## src/rtl/qmeas_pkg.sv

```systemverilog
// Shared types and helpers for qubit_measure_sampler: FSM state encoding,
// default probability width and the single-shot outcome rule.
package qmeas_pkg;

    localparam int PROB_W_DEF = 8;

    typedef enum logic [1:0] {
        IDLE = 2'd0,
        RUN  = 2'd1,
        DONE = 2'd2
    } state_t;

    // Outcome |1> when the random byte does not exceed the scaled probability,
    // so a zero byte always reads as |1>.
    function automatic logic outcome_one(input logic [PROB_W_DEF-1:0] rnd,
                                         input logic [PROB_W_DEF-1:0] prob1);
        return rnd <= prob1;
    endfunction

endpackage

```

## src/rtl/qubit_measure_sampler.sv

```systemverilog
// Projective-measurement sampler: one LFSR byte per shot, |0>/|1> counts out via valid/ready.
// Optional QMEAS_STREAM_EN adds a registered per-shot stream (shot_valid_o, shot_bit_o).
module qubit_measure_sampler
    import qmeas_pkg::*;
#(
    parameter int SHOTS_W = 16,
    parameter int PROB_W  = PROB_W_DEF
) (
    input  logic               clk,
    input  logic               rst,
    input  logic [PROB_W-1:0]  rnd_i,
    input  logic               rnd_valid_i,
    input  logic               start_i,
    input  logic [PROB_W-1:0]  prob1_i,
    input  logic [SHOTS_W-1:0] shots_i,
    input  logic               abort_i,
    output logic               busy_o,
    output logic [SHOTS_W-1:0] ones_o,
    output logic [SHOTS_W-1:0] zeros_o,
    output logic               res_valid_o,
    input  logic               res_ready_i
`ifdef QMEAS_STREAM_EN
    ,
    output logic               shot_valid_o,
    output logic               shot_bit_o
`endif
);

    localparam logic [SHOTS_W-1:0] SHOT_ONE = SHOTS_W'(1);

    state_t             state;
    state_t             state_nxt;
    logic [PROB_W-1:0]  prob1_lat;
    logic [SHOTS_W-1:0] shots_lat;
    logic [SHOTS_W-1:0] shot_cnt;
    logic               take_shot;
    logic               shot_hit;
    logic               last_shot;
    logic               res_accept;

    assign shot_hit   = outcome_one(rnd_i, prob1_lat);
    assign last_shot  = (shot_cnt == shots_lat - SHOT_ONE);
    assign res_accept = res_valid_o && res_ready_i;
    assign busy_o     = (state != IDLE);

    // NOTE: every signal driven here gets a default first so no latch is inferred.
    always_comb begin
        state_nxt = state;
        take_shot = 1'b0;
        case (state)
            IDLE: begin
                if (start_i)
                    state_nxt = (shots_i == '0) ? DONE : RUN;
            end
            RUN: begin
                if (abort_i) begin
                    state_nxt = IDLE;
                end else if (rnd_valid_i) begin
                    take_shot = 1'b1;
                    if (last_shot)
                        state_nxt = DONE;
                end
            end
            DONE: begin
                if (abort_i || res_accept)
                    state_nxt = IDLE;
            end
            default: state_nxt = IDLE;
        endcase
    end

    // NOTE: sequential state uses non-blocking assignments so every flop samples pre-edge values.
    always_ff @(posedge clk or posedge rst) begin
        if (rst)
            state <= IDLE;
        else
            state <= state_nxt;
    end

    // res_valid_o rises one edge after entering DONE, giving the counters their update cycle.
    always_ff @(posedge clk or posedge rst) begin
        if (rst) begin
            res_valid_o <= 1'b0;
            prob1_lat   <= '0;
            shots_lat   <= '0;
            shot_cnt    <= '0;
            ones_o      <= '0;
            zeros_o     <= '0;
        end else begin
            res_valid_o <= (state == DONE) && (state_nxt == DONE);
            if (state == IDLE && start_i) begin
                prob1_lat <= prob1_i;
                shots_lat <= shots_i;
                shot_cnt  <= '0;
                ones_o    <= '0;
                zeros_o   <= '0;
            end else if (state != IDLE && abort_i) begin
                shot_cnt  <= '0;
                ones_o    <= '0;
                zeros_o   <= '0;
            end else if (take_shot) begin
                shot_cnt <= shot_cnt + SHOT_ONE;
                if (shot_hit)
                    ones_o  <= ones_o + SHOT_ONE;
                else
                    zeros_o <= zeros_o + SHOT_ONE;
            end
        end
    end

`ifdef QMEAS_STREAM_EN
    always_ff @(posedge clk or posedge rst) begin
        if (rst) begin
            shot_valid_o <= 1'b0;
            shot_bit_o   <= 1'b0;
        end else begin
            shot_valid_o <= take_shot;
            shot_bit_o   <= take_shot && shot_hit;
        end
    end
`endif

endmodule

```

## config.mk

```make
export PLATFORM = sky130hd
export DESIGN_NAME = qubit_measure_sampler
export DESIGN_NICKNAME = d
export VERILOG_FILES = /design/src/rtl/qmeas_pkg.sv /design/src/rtl/qubit_measure_sampler.sv
export SDC_FILE = /design/constraint.sdc
export NUM_CORES = 1
export LEC_CHECK = 0
export CAP_MARGIN = 20
export CORE_MARGIN = 2
export CORE_UTILIZATION = 40
export DETAILED_ROUTE_END_ITERATION = 10
export GPL_ROUTABILITY_DRIVEN = 0
export GPL_TIMING_DRIVEN = 0
export PLACE_DENSITY_LB_ADDON = 0.08
export SLEW_MARGIN = 20
export SYNTH_ARGS = -nofsm -noshare
export SYNTH_HDL_FRONTEND = slang
export SYNTH_SLANG_ARGS = --single-unit
export TNS_END_PERCENT = 30
```

## constraint.sdc

```tcl
create_clock -name clk -period 2.9 [get_ports clk]
set_input_delay 0.725 -clock clk [delete_from_list [all_inputs] [get_ports clk]]
set_output_delay 0.725 -clock clk [all_outputs]
set_load 0.02 [all_outputs]
```

==> out/summary.txt, run 1 <==
Status - finished clean
Fin Clk Skew - 0.0137 ns
Synth Flop Type - dfrtp_1
Vias in the first global route - 3,424
Synth Warn # - 0
DR pass1 iterations - 4
Main area contributors after synthesis - dfrtp_1 45%, xnor2_1 6.7%, xor2_1 6.1%
Startpoint types - input port
Total gr overflow - 0
Syn avg cell area - 9.62 sq um
Pre-CTS setup slack - -0.404 ns
Cell variety after synth - 47
Tot GR Track Use - 0.189
Seq cells post-synth - 75
Finished Core Util - 0.520
Final setup margin - 0.164 ns
Yosys top cell area share - 0.448
Setup CP Type - input port to flip-flop
Rows - 37
Final ANT Viol Nets - 0
WHS - 0.518 ns
Clk buf depth - 2
Mapped cell area - 4190 sq um
Worst Path Required - 3.15 ns
Crit path max fanout - 10
Fmax - 0.365 GHz
CP endpoint kind - flip-flop
Hpwl dp - 7450 um
Root buf cell - clkbuf_8
Total CTS buffers - 9
PD cells - 496 nW/um^2
# Max-Cap Violations - 0
Final Critical Period - 2.74 ns
Die X - 106 um
Final Cycle Share - 0.944
Critical path arrival - 2.98 ns
Synth-to-layout area growth - 26.9%
Cells after synthesis - 436
Initial antenna violation count - 0
Max rail drop VDD - 0.271 mV
Most common cell after layout, fill and taps aside - dfrtp_1
Reg clk slew, reported paths - 0.08 ns
Register area share after synthesis - 0.448
Finished Layout Cells - 660
Initial Util - 0.410
I/O pin count - 72
Final Net Count - 569
Net count after synthesis - 486
Skew-Pair Late Insertion Delay - 0.36 ns
Vias/cell - 5.13
Leading area contributor after synthesis - dfrtp_1
I/O Buffers - 71
Worst Hold Class - flip-flop to flip-flop
Die ar. - 11,300 sq um
First-pass GRT wire length - 16,800 um
Fin. Hold Viols - 0
Post-synth EDFFs - 0
Largest net degree at the start of global routing - 42
Lkg Pwr - 2.17 nW
Slew @ Worst Pin - 0.873 ns
DR vias - 3,388
Ys async rst share - 1.00
Commonest non-fill, non-tap cells in the layout - 75 x dfrtp_1, 71 x clkdlybuf4s50_1, 56 x nor2_1
Die height - 106 um
Pins Over Slew Limit - 0
DR iter-0 viols - 106
Share of cells above drive strength 1 - 0.101
Rel. slew slack - 0.416
Core area - 10,200 sq um
Inst Count DP - 644
Postcts setup bufs - 0
Routed WL - 10,000 um
Fillers - 960
Finished Cell Area - 5320 sq um
CTS tree - yes
H-tree levels - 3
Drt wl/cell - 15.2 um
RSZ-0062 raised after global routing - no
Placed cell area - 5100 sq um
Setup Viol. Count Final - 0
Drt drc - 0
CTS Sinks - 75
# diodes - 0
==> cells by family after synthesis <==
group,count (synthesis),synth area share
fa+ha+maj,12,0.0358
flops,75,0.448
simple gates,183,0.231
xor+xnor,61,0.127
compound gates,49,0.0731
buf+inv,39,0.0400
mux,17,0.0448
==> synth_stat cells, types with 2 or more instances <==
cell,instances
o211ai_1,2
nor2b_1,2
a21o_1,2
a2111oi_0,2
mux2_2,14
nor4b_2,2
nor4_1,10
ha_1,12
mux2i_1,3
and3_1,6
inv_1,21
a21oi_1,13
or3_1,4
nor2_1,56
clkbuf_1,8
nor4_4,2
nand3_1,14
or2_2,2
nor4b_1,4
xnor2_1,32
o32ai_1,2
nand2_1,36
nor3_1,13
and4_1,4
nand4_1,16
nor3b_1,2
o21ai_0,17
buf_2,8
and2_1,3
a311o_1,2
xor2_1,29
dfrtp_1,75
a31oi_1,4
==> state kept, by name (all words and copies together), names as in the netlist <==
signal       cells
shots_lat       16
prob1_lat        8
shot_cnt        16
res_valid_o      1
ones_o          16
zeros_o         16
state            2
==> timing repair <==
item | 4_1_cts | 5_1_grt
gates resized for setup | 1 | 1
endpoints found under the setup margin | 1 | 2
hold buffers | 0 | 0
cloned | 0 | 0
==> critical path: stages <==
cell	delay, ns
clkdlybuf4s50_1	0.43
ha_1	0.32
a21oi_1	0.13
nor2b_1	0.06
o21ai_1	0.33
a31oi_4	0.21
buf_2	0.24
nor4_1	0.33
xnor2_1	0.16
nor2_1	0.05
==> final cells by class <==
cell class | count | area, sq um | share of cell area
Multi-Input combinational cell | 322 | 2160 | 0.406
Sequential cell | 75 | 1880 | 0.353
Timing Repair Buffer | 72 | 738 | 0.139
Tap cell | 136 | 170 | 0.0320
Clock buffer | 11 | 141 | 0.0266
Buffer | 18 | 88.8 | 0.0167
Inverter | 21 | 81.3 | 0.0153
Clock inverter | 5 | 62.6 | 0.0118
==> worst paths after layout <==
kind	startpoint	endpoint	slack, ns	cells past startpoint
setup / recovery	rnd_i[5]	ones_o[10]	0.16	10
min in group asynchronous	rst	prob1_lat[6]	0.74	2
hold / removal	prob1_lat[0]	prob1_lat[0]	0.52	1
hold reg to reg	prob1_lat[0]	prob1_lat[0]	0.52	1
max in group asynchronous	rst	ones_o[7]	1.60	3
setup reg to reg	shots_lat[0]	state[0]	0.39	9
==> layer usage <==
| layer | share of wire | GRT usage |
|---|---|---|
| met5 | 0 | 0 |
| met2 | 0.48 | 0.312 |
| met3 | 0.042 | 0.0454 |
| met1 | 0.47 | 0.247 |
| met4 | 0.012 | 0.0508 |
==> metrics by stage <==
step	TNS [ns]	power, mW
finish	0	2.64
CTS	0	2.68
global route	0	2.79
detailed placement	-7.08	1.83
global placement	-93.96	1.81
floorplan	0	1.62
==> report_power, final <==
group	total [mW]	switching (mW)	internal [mW]
clock network	0.831	0.407	0.424
registers	1.21	0.0859	1.13
logic	0.596	0.329	0.267
No activity file was read; power rests on OpenSTA's default activity.
==> run 2: changes to the inputs <==
--- a/config.mk
+++ b/config.mk
@@ -7,7 +7,7 @@
 export LEC_CHECK = 0
 export CAP_MARGIN = 20
 export CORE_MARGIN = 2
-export CORE_UTILIZATION = 40
+export CORE_UTILIZATION = 45
 export DETAILED_ROUTE_END_ITERATION = 10
 export GPL_ROUTABILITY_DRIVEN = 0
 export GPL_TIMING_DRIVEN = 0
==> run 2 against run 1 <==
  * Global-route usage is 2.2 points higher
  * Non-clock buffer count did not move
  * Cell area shrank 0.52%
  * Sequential power about the same
  * Register-to-register slack better by 0.04 ns
  * Maximum frequency is 0.51% lower
  * Sequential share of layout area increased by 0.18 points
  * Critical path depth did not move
  * Routed wire length down 0.49%
  * Highest routed layer unchanged
==> out/summary.txt, run 2 (synthesis results as in run 1) <==
Status - finished clean
Fin. Hold Viols - 0
H-tree levels - 3
Commonest non-fill, non-tap cells in the layout - 75 x dfrtp_1, 71 x clkdlybuf4s50_1, 56 x nor2_1
I/O Buffers - 71
Worst Path Required - 3.13 ns
RSZ-0062 raised after global routing - no
Fmax - 0.364 GHz
Final Net Count - 569
Total CTS buffers - 9
Die ar. - 10,100 sq um
Clk buf depth - 2
Vias/cell - 5.33
DR pass1 iterations - 4
CTS Sinks - 75
Rows - 35
Die X - 101 um
Pwr Total - 2.69 mW
First-pass GRT wire length - 16,600 um
Final ANT Viol Nets - 0
Setup CP Type - input port to flip-flop
DR vias - 3,377
CTS Hold Buffers Added - 0
# Max-Cap Violations - 0
Final Critical Period - 2.75 ns
Tot GR Track Use - 0.210
Fin Clk Skew - 0.0150 ns
Setup Viol. Count Final - 0
I/O pin count - 72
Die height - 101 um
Slew @ Worst Pin - 0.839 ns
Pins Over Slew Limit - 0
Worst Hold Class - flip-flop to flip-flop
Lkg Pwr - 2.18 nW
Finished Cell Area - 5300 sq um
Initial antenna violation count - 0
Share of cells above drive strength 1 - 0.0996
Hpwl dp - 7400 um
Rel. slew slack - 0.439
Most common cell after layout, fill and taps aside - dfrtp_1
Reg clk slew, reported paths - 0.08 ns
Max rail drop VDD - 0.207 mV
# diodes - 0
Final Cycle Share - 0.948
Fillers - 839
Vias in the first global route - 3,456
CP endpoint kind - flip-flop
Crit path max fanout - 10
Placed cell area - 5070 sq um
CTS tree - yes
Drt wl/cell - 15.7 um
Root buf cell - clkbuf_8
Startpoint types - input port
Critical path arrival - 2.98 ns
PD cells - 508 nW/um^2
Synth-to-layout area growth - 26.3%
Skew-Pair Late Insertion Delay - 0.34 ns
Total gr overflow - 0
Drt drc - 0
DR iter-0 viols - 95
Initial Util - 0.458
Routed WL - 9970 um
Core area - 9150 sq um
Largest net degree at the start of global routing - 50
run 2: changes by cell type in the layout (fill, tap and decap cells not counted), sizes merged:
cell      delta
clkinvlp     -1
buf          -1
bufinv       +1
clkinv       -1
run 2: area by class of cell:
cell class | count | area, sq um | area share
Buffer | 18 | 91.3 | 0.0172
Tap cell | 111 | 139 | 0.0262
Timing Repair Buffer | 72 | 738 | 0.139
Inverter | 21 | 81.3 | 0.0154
Multi-Input combinational cell | 322 | 2150 | 0.407
Sequential cell | 75 | 1880 | 0.354
Clock buffer | 10 | 138 | 0.0260
Clock inverter | 4 | 76.3 | 0.0144
run 2: routing by layer:
| metal | share of wire | GRT usage | wire [um] |
|---|---|---|---|
| met3 | 0.033 | 0.0395 | 329 |
| met1 | 0.46 | 0.278 | 4630 |
| met4 | 0.0087 | 0.0643 | 87 |
| met5 | 0 | 0 | 0 |
| met2 | 0.49 | 0.352 | 4920 |
run 2: final timing paths:
path	startpoint	endpoint	slack [ns]	cells past startpoint
worst max-delay path	rnd_i[1]	ones_o[10]	0.15	10
worst min register to register	prob1_lat[0]	prob1_lat[0]	0.52	1
max in group asynchronous	rst	shots_lat[7]	1.62	3
worst min-delay path	prob1_lat[0]	prob1_lat[0]	0.52	1
min in group asynchronous	rst	state[0]	0.72	2
worst max register to register	shots_lat[0]	state[0]	0.43	9
run 2: power by group:
part           total (mW)  internal, mW  switching [mW]
Combinational       0.595         0.266           0.329
Clock               0.883         0.500           0.383
Sequential           1.21          1.13          0.0854
Total                2.69          1.89           0.798
run 2: worst max-delay path, stage by stage:
cell and delay, ns:
clkdlybuf4s50_1 0.41, ha_1 0.31, nor2b_1 0.13, o211ai_1 0.14, a21o_1 0.23, a31oi_2 0.21
buf_2 0.26, nor4_1 0.35, xnor2_1 0.16, nor2_1 0.05
run 2: through the flow:
| stage | TNS (ns) | cells | worst slack (ns) | util | hold slack (ns) |
|---|---|---|---|---|---|
| floorplan | 0 | 436 | 0.265 | - | 0.476 |
| CTS | 0 | 633 | 0.0126 | 0.578 | 0.522 |
| global route | 0 | 633 | 0.00208 | 0.579 | 0.539 |
| detailed placement | -7.07 | 619 | -0.364 | 0.554 | 0.503 |
| finish | 0 | 633 | 0.150 | 0.579 | 0.519 |
| global placement | -86.98 | 618 | -1.09 | 0.551 | 0.503 |
run 2: timing repair:
item                       CTS  global route
setup endpoints to repair    0            18
buffers inserted             0             0
gates resized for setup      0             2
hold endpoints to repair     0             0
==> run 3: changes to the inputs <==
--- a/config.mk
+++ b/config.mk
@@ -6,7 +6,6 @@
 export NUM_CORES = 1
 export LEC_CHECK = 0
 export CAP_MARGIN = 20
-export CORE_MARGIN = 2
 export CORE_UTILIZATION = 45
 export DETAILED_ROUTE_END_ITERATION = 10
 export GPL_ROUTABILITY_DRIVEN = 0
==> run 3 against run 2 <==
  * The flow now finishes with violations (design-rule violations)
  * Maximum frequency is 0.11% higher
  * Setup slack improved by 0.0031 ns
  * Sequential cell count did not move
  * Cell count fell by 0.16%
  * Global-route usage grew 0.58 points
  * Combinational power up 1%
  * Die area decreased by 3.9%
  * Cell area increased by 0.28%
  * Count of clock-buffer cells in the layout stayed put
  * First-iteration DRC count shrank 3.2%
  * Non-clock buffer count unchanged
  * Critical path type unchanged
  * Largest cell class unchanged
  * Largest power group unchanged
==> out/summary.txt, run 3 (synthesis results as in run 1) <==
Status - complete, but fails checks
Failing checks - design-rule violations
# Max-Cap Violations - 0
Final Net Count - 569
Setup CP Type - input port to flip-flop
Skew-Pair Late Insertion Delay - 0.35 ns
Reg clk slew, reported paths - 0.09 ns
Commonest non-fill, non-tap cells in the layout - 75 x dfrtp_1, 71 x clkdlybuf4s50_1, 56 x nor2_1
Hpwl dp - 7230 um
Crit path max fanout - 5
Final setup margin - 0.153 ns
CTS Sinks - 75
Rows - 34
Setup Viol. Count Final - 0
Vias in the first global route - 3,470
Slew @ Worst Pin - 0.913 ns
Worst hold stages - 1
DR pass1 iterations - 7
RR Startpoint - shots_lat[0]
Most common cell after layout, fill and taps aside - dfrtp_1
DR vias - 3,444
Cell breakdown of the critical path - clkdlybuf4s50_1, ha_1, nor2b_1, o211ai_1, a21o_1, a311o_1, nor4_1, xnor2_1, nor2_1
Max rail drop VDD - 0.306 mV
H-tree levels - 3
Pins Over Slew Limit - 0
Worst Hold Class - flip-flop to flip-flop
Final ANT Viol Nets - 0
CP Buf/Inv Count - 1
Fin. Hold Viols - 0
Kind of cell adding the most delay to the critical path - compound AO/OA/AOI/OAI gates
Drt drc - 3
PD cells - 510 nW/um^2
Total CTS buffers - 9
Drt wl/cell - 15.7 um
Rel. slew slack - 0.389
Startpoint types - input port
CTS Hold Buffers Added - 0
R2R cell count - 9
CP endpoint kind - flip-flop
Fmax - 0.364 GHz
Max stage delay on crit path - 0.48 ns
Clk buf depth - 2
Vias/cell - 5.45
First-pass GRT wire length - 16,600 um
Pwr Total - 2.71 mW
RSZ-0062 raised after global routing - no
Die X - 98.5 um
Tot GR Track Use - 0.216
Fillers - 805
Initial antenna violation count - 0
Core area - 8890 sq um
I/O Buffers - 71
Critical path arrival - 2.98 ns
Largest net degree at the start of global routing - 51
# diodes - 0
Pre-CTS setup slack - -0.351 ns
Share of cells above drive strength 1 - 0.105
CTS tree - yes
Final Cycle Share - 0.947
I/O pin count - 72
Crit. path cell count - 9
Total gr overflow - 0
Hold_sp - prob1_lat[0]
Final Critical Period - 2.75 ns
FF-to-FF End - state[0]
Fin Clk Skew - 0.0158 ns
Root buf cell - clkbuf_8
DR iter-0 viols - 92
Worst Path Required - 3.13 ns
Die height - 98.5 um
Routed WL - 9920 um
Synth-to-layout area growth - 26.6%
Die ar. - 9710 sq um
Slowest stage cell on the critical path - a311o_1
Initial Util - 0.472
Lkg Pwr - 2.18 nW
Reg2Reg Setup Slack - 0.32 ns
Min-Delay Endpoint - prob1_lat[0]
[run 3: cell types whose count changed in the layout (fill, tap and decap cells not counted), sizes merged]
cell      before  now
clkbuf        19   18
clkinvlp       1    2
buf           10   11
inv           21   22
[run 3: repair_timing]
action | 4_1_cts | 5_1_grt
setup endpoints to repair | 0 | 18
gates resized for setup | 0 | 4
buffers inserted | 0 | 0
[run 3: how the worst max path moves through the flow]
stage	start	endpoint	slack [ns]
floorplan	rst	ones_o[0]	0.27
global placement	rst	shot_cnt[10]	-1.07
detailed placement	rnd_i[1]	zeros_o[6]	-0.35
CTS	rnd_i[1]	zeros_o[6]	0.02
global route	rnd_i[1]	zeros_o[9]	0.008
finish	rnd_i[1]	zeros_o[7]	0.15
[run 3: cell type report]
| class | instances | area (sq um) | share of cell area |
|---|---|---|---|
| clock buffers | 10 | 128 | 0.0240 |
| flip-flops and latches | 75 | 1880 | 0.353 |
| plain buffers | 18 | 88.8 | 0.0167 |
| repair buffers | 72 | 738 | 0.139 |
| inverters | 21 | 81.3 | 0.0153 |
| multi-input cells | 322 | 2170 | 0.409 |
| clock inverters | 6 | 88.8 | 0.0167 |
| well taps | 108 | 135 | 0.0254 |
[run 3: where the power goes]
part | total [mW] | switching (mW) | internal (mW) | leakage [nW]
clock | 0.898 | 0.412 | 0.487 | 0.103
combinational | 0.601 | 0.332 | 0.269 | 1.08
sequential | 1.21 | 0.0848 | 1.13 | 0.996
[run 3: metrics by stage]
stage                     setup TNS [ns]   util  cell area (sq um)  instances  hold WS (ns)
after global routing                   0  0.597               5310        632         0.550
after detailed placement           -6.87  0.570               5070        616         0.516
after floorplan                        0      -               4190        436         0.476
after CTS                              0  0.594               5290        632         0.536
final                                  0  0.597               5310        632         0.534
after global placement            -85.67  0.567               5040        615         0.504
[run 3: per-layer routing]
layer | vias up | routed length (um) | GRT usage | share of wire
met5 | - | 0 | 0 | 0
met3 | 7 | 383 | 0.0418 | 0.039
met1 | 1682 | 4680 | 0.285 | 0.47
met2 | 65 | 4760 | 0.367 | 0.48
met4 | 0 | 90 | 0.0517 | 0.0091
li1 | 1690 | - | - | -
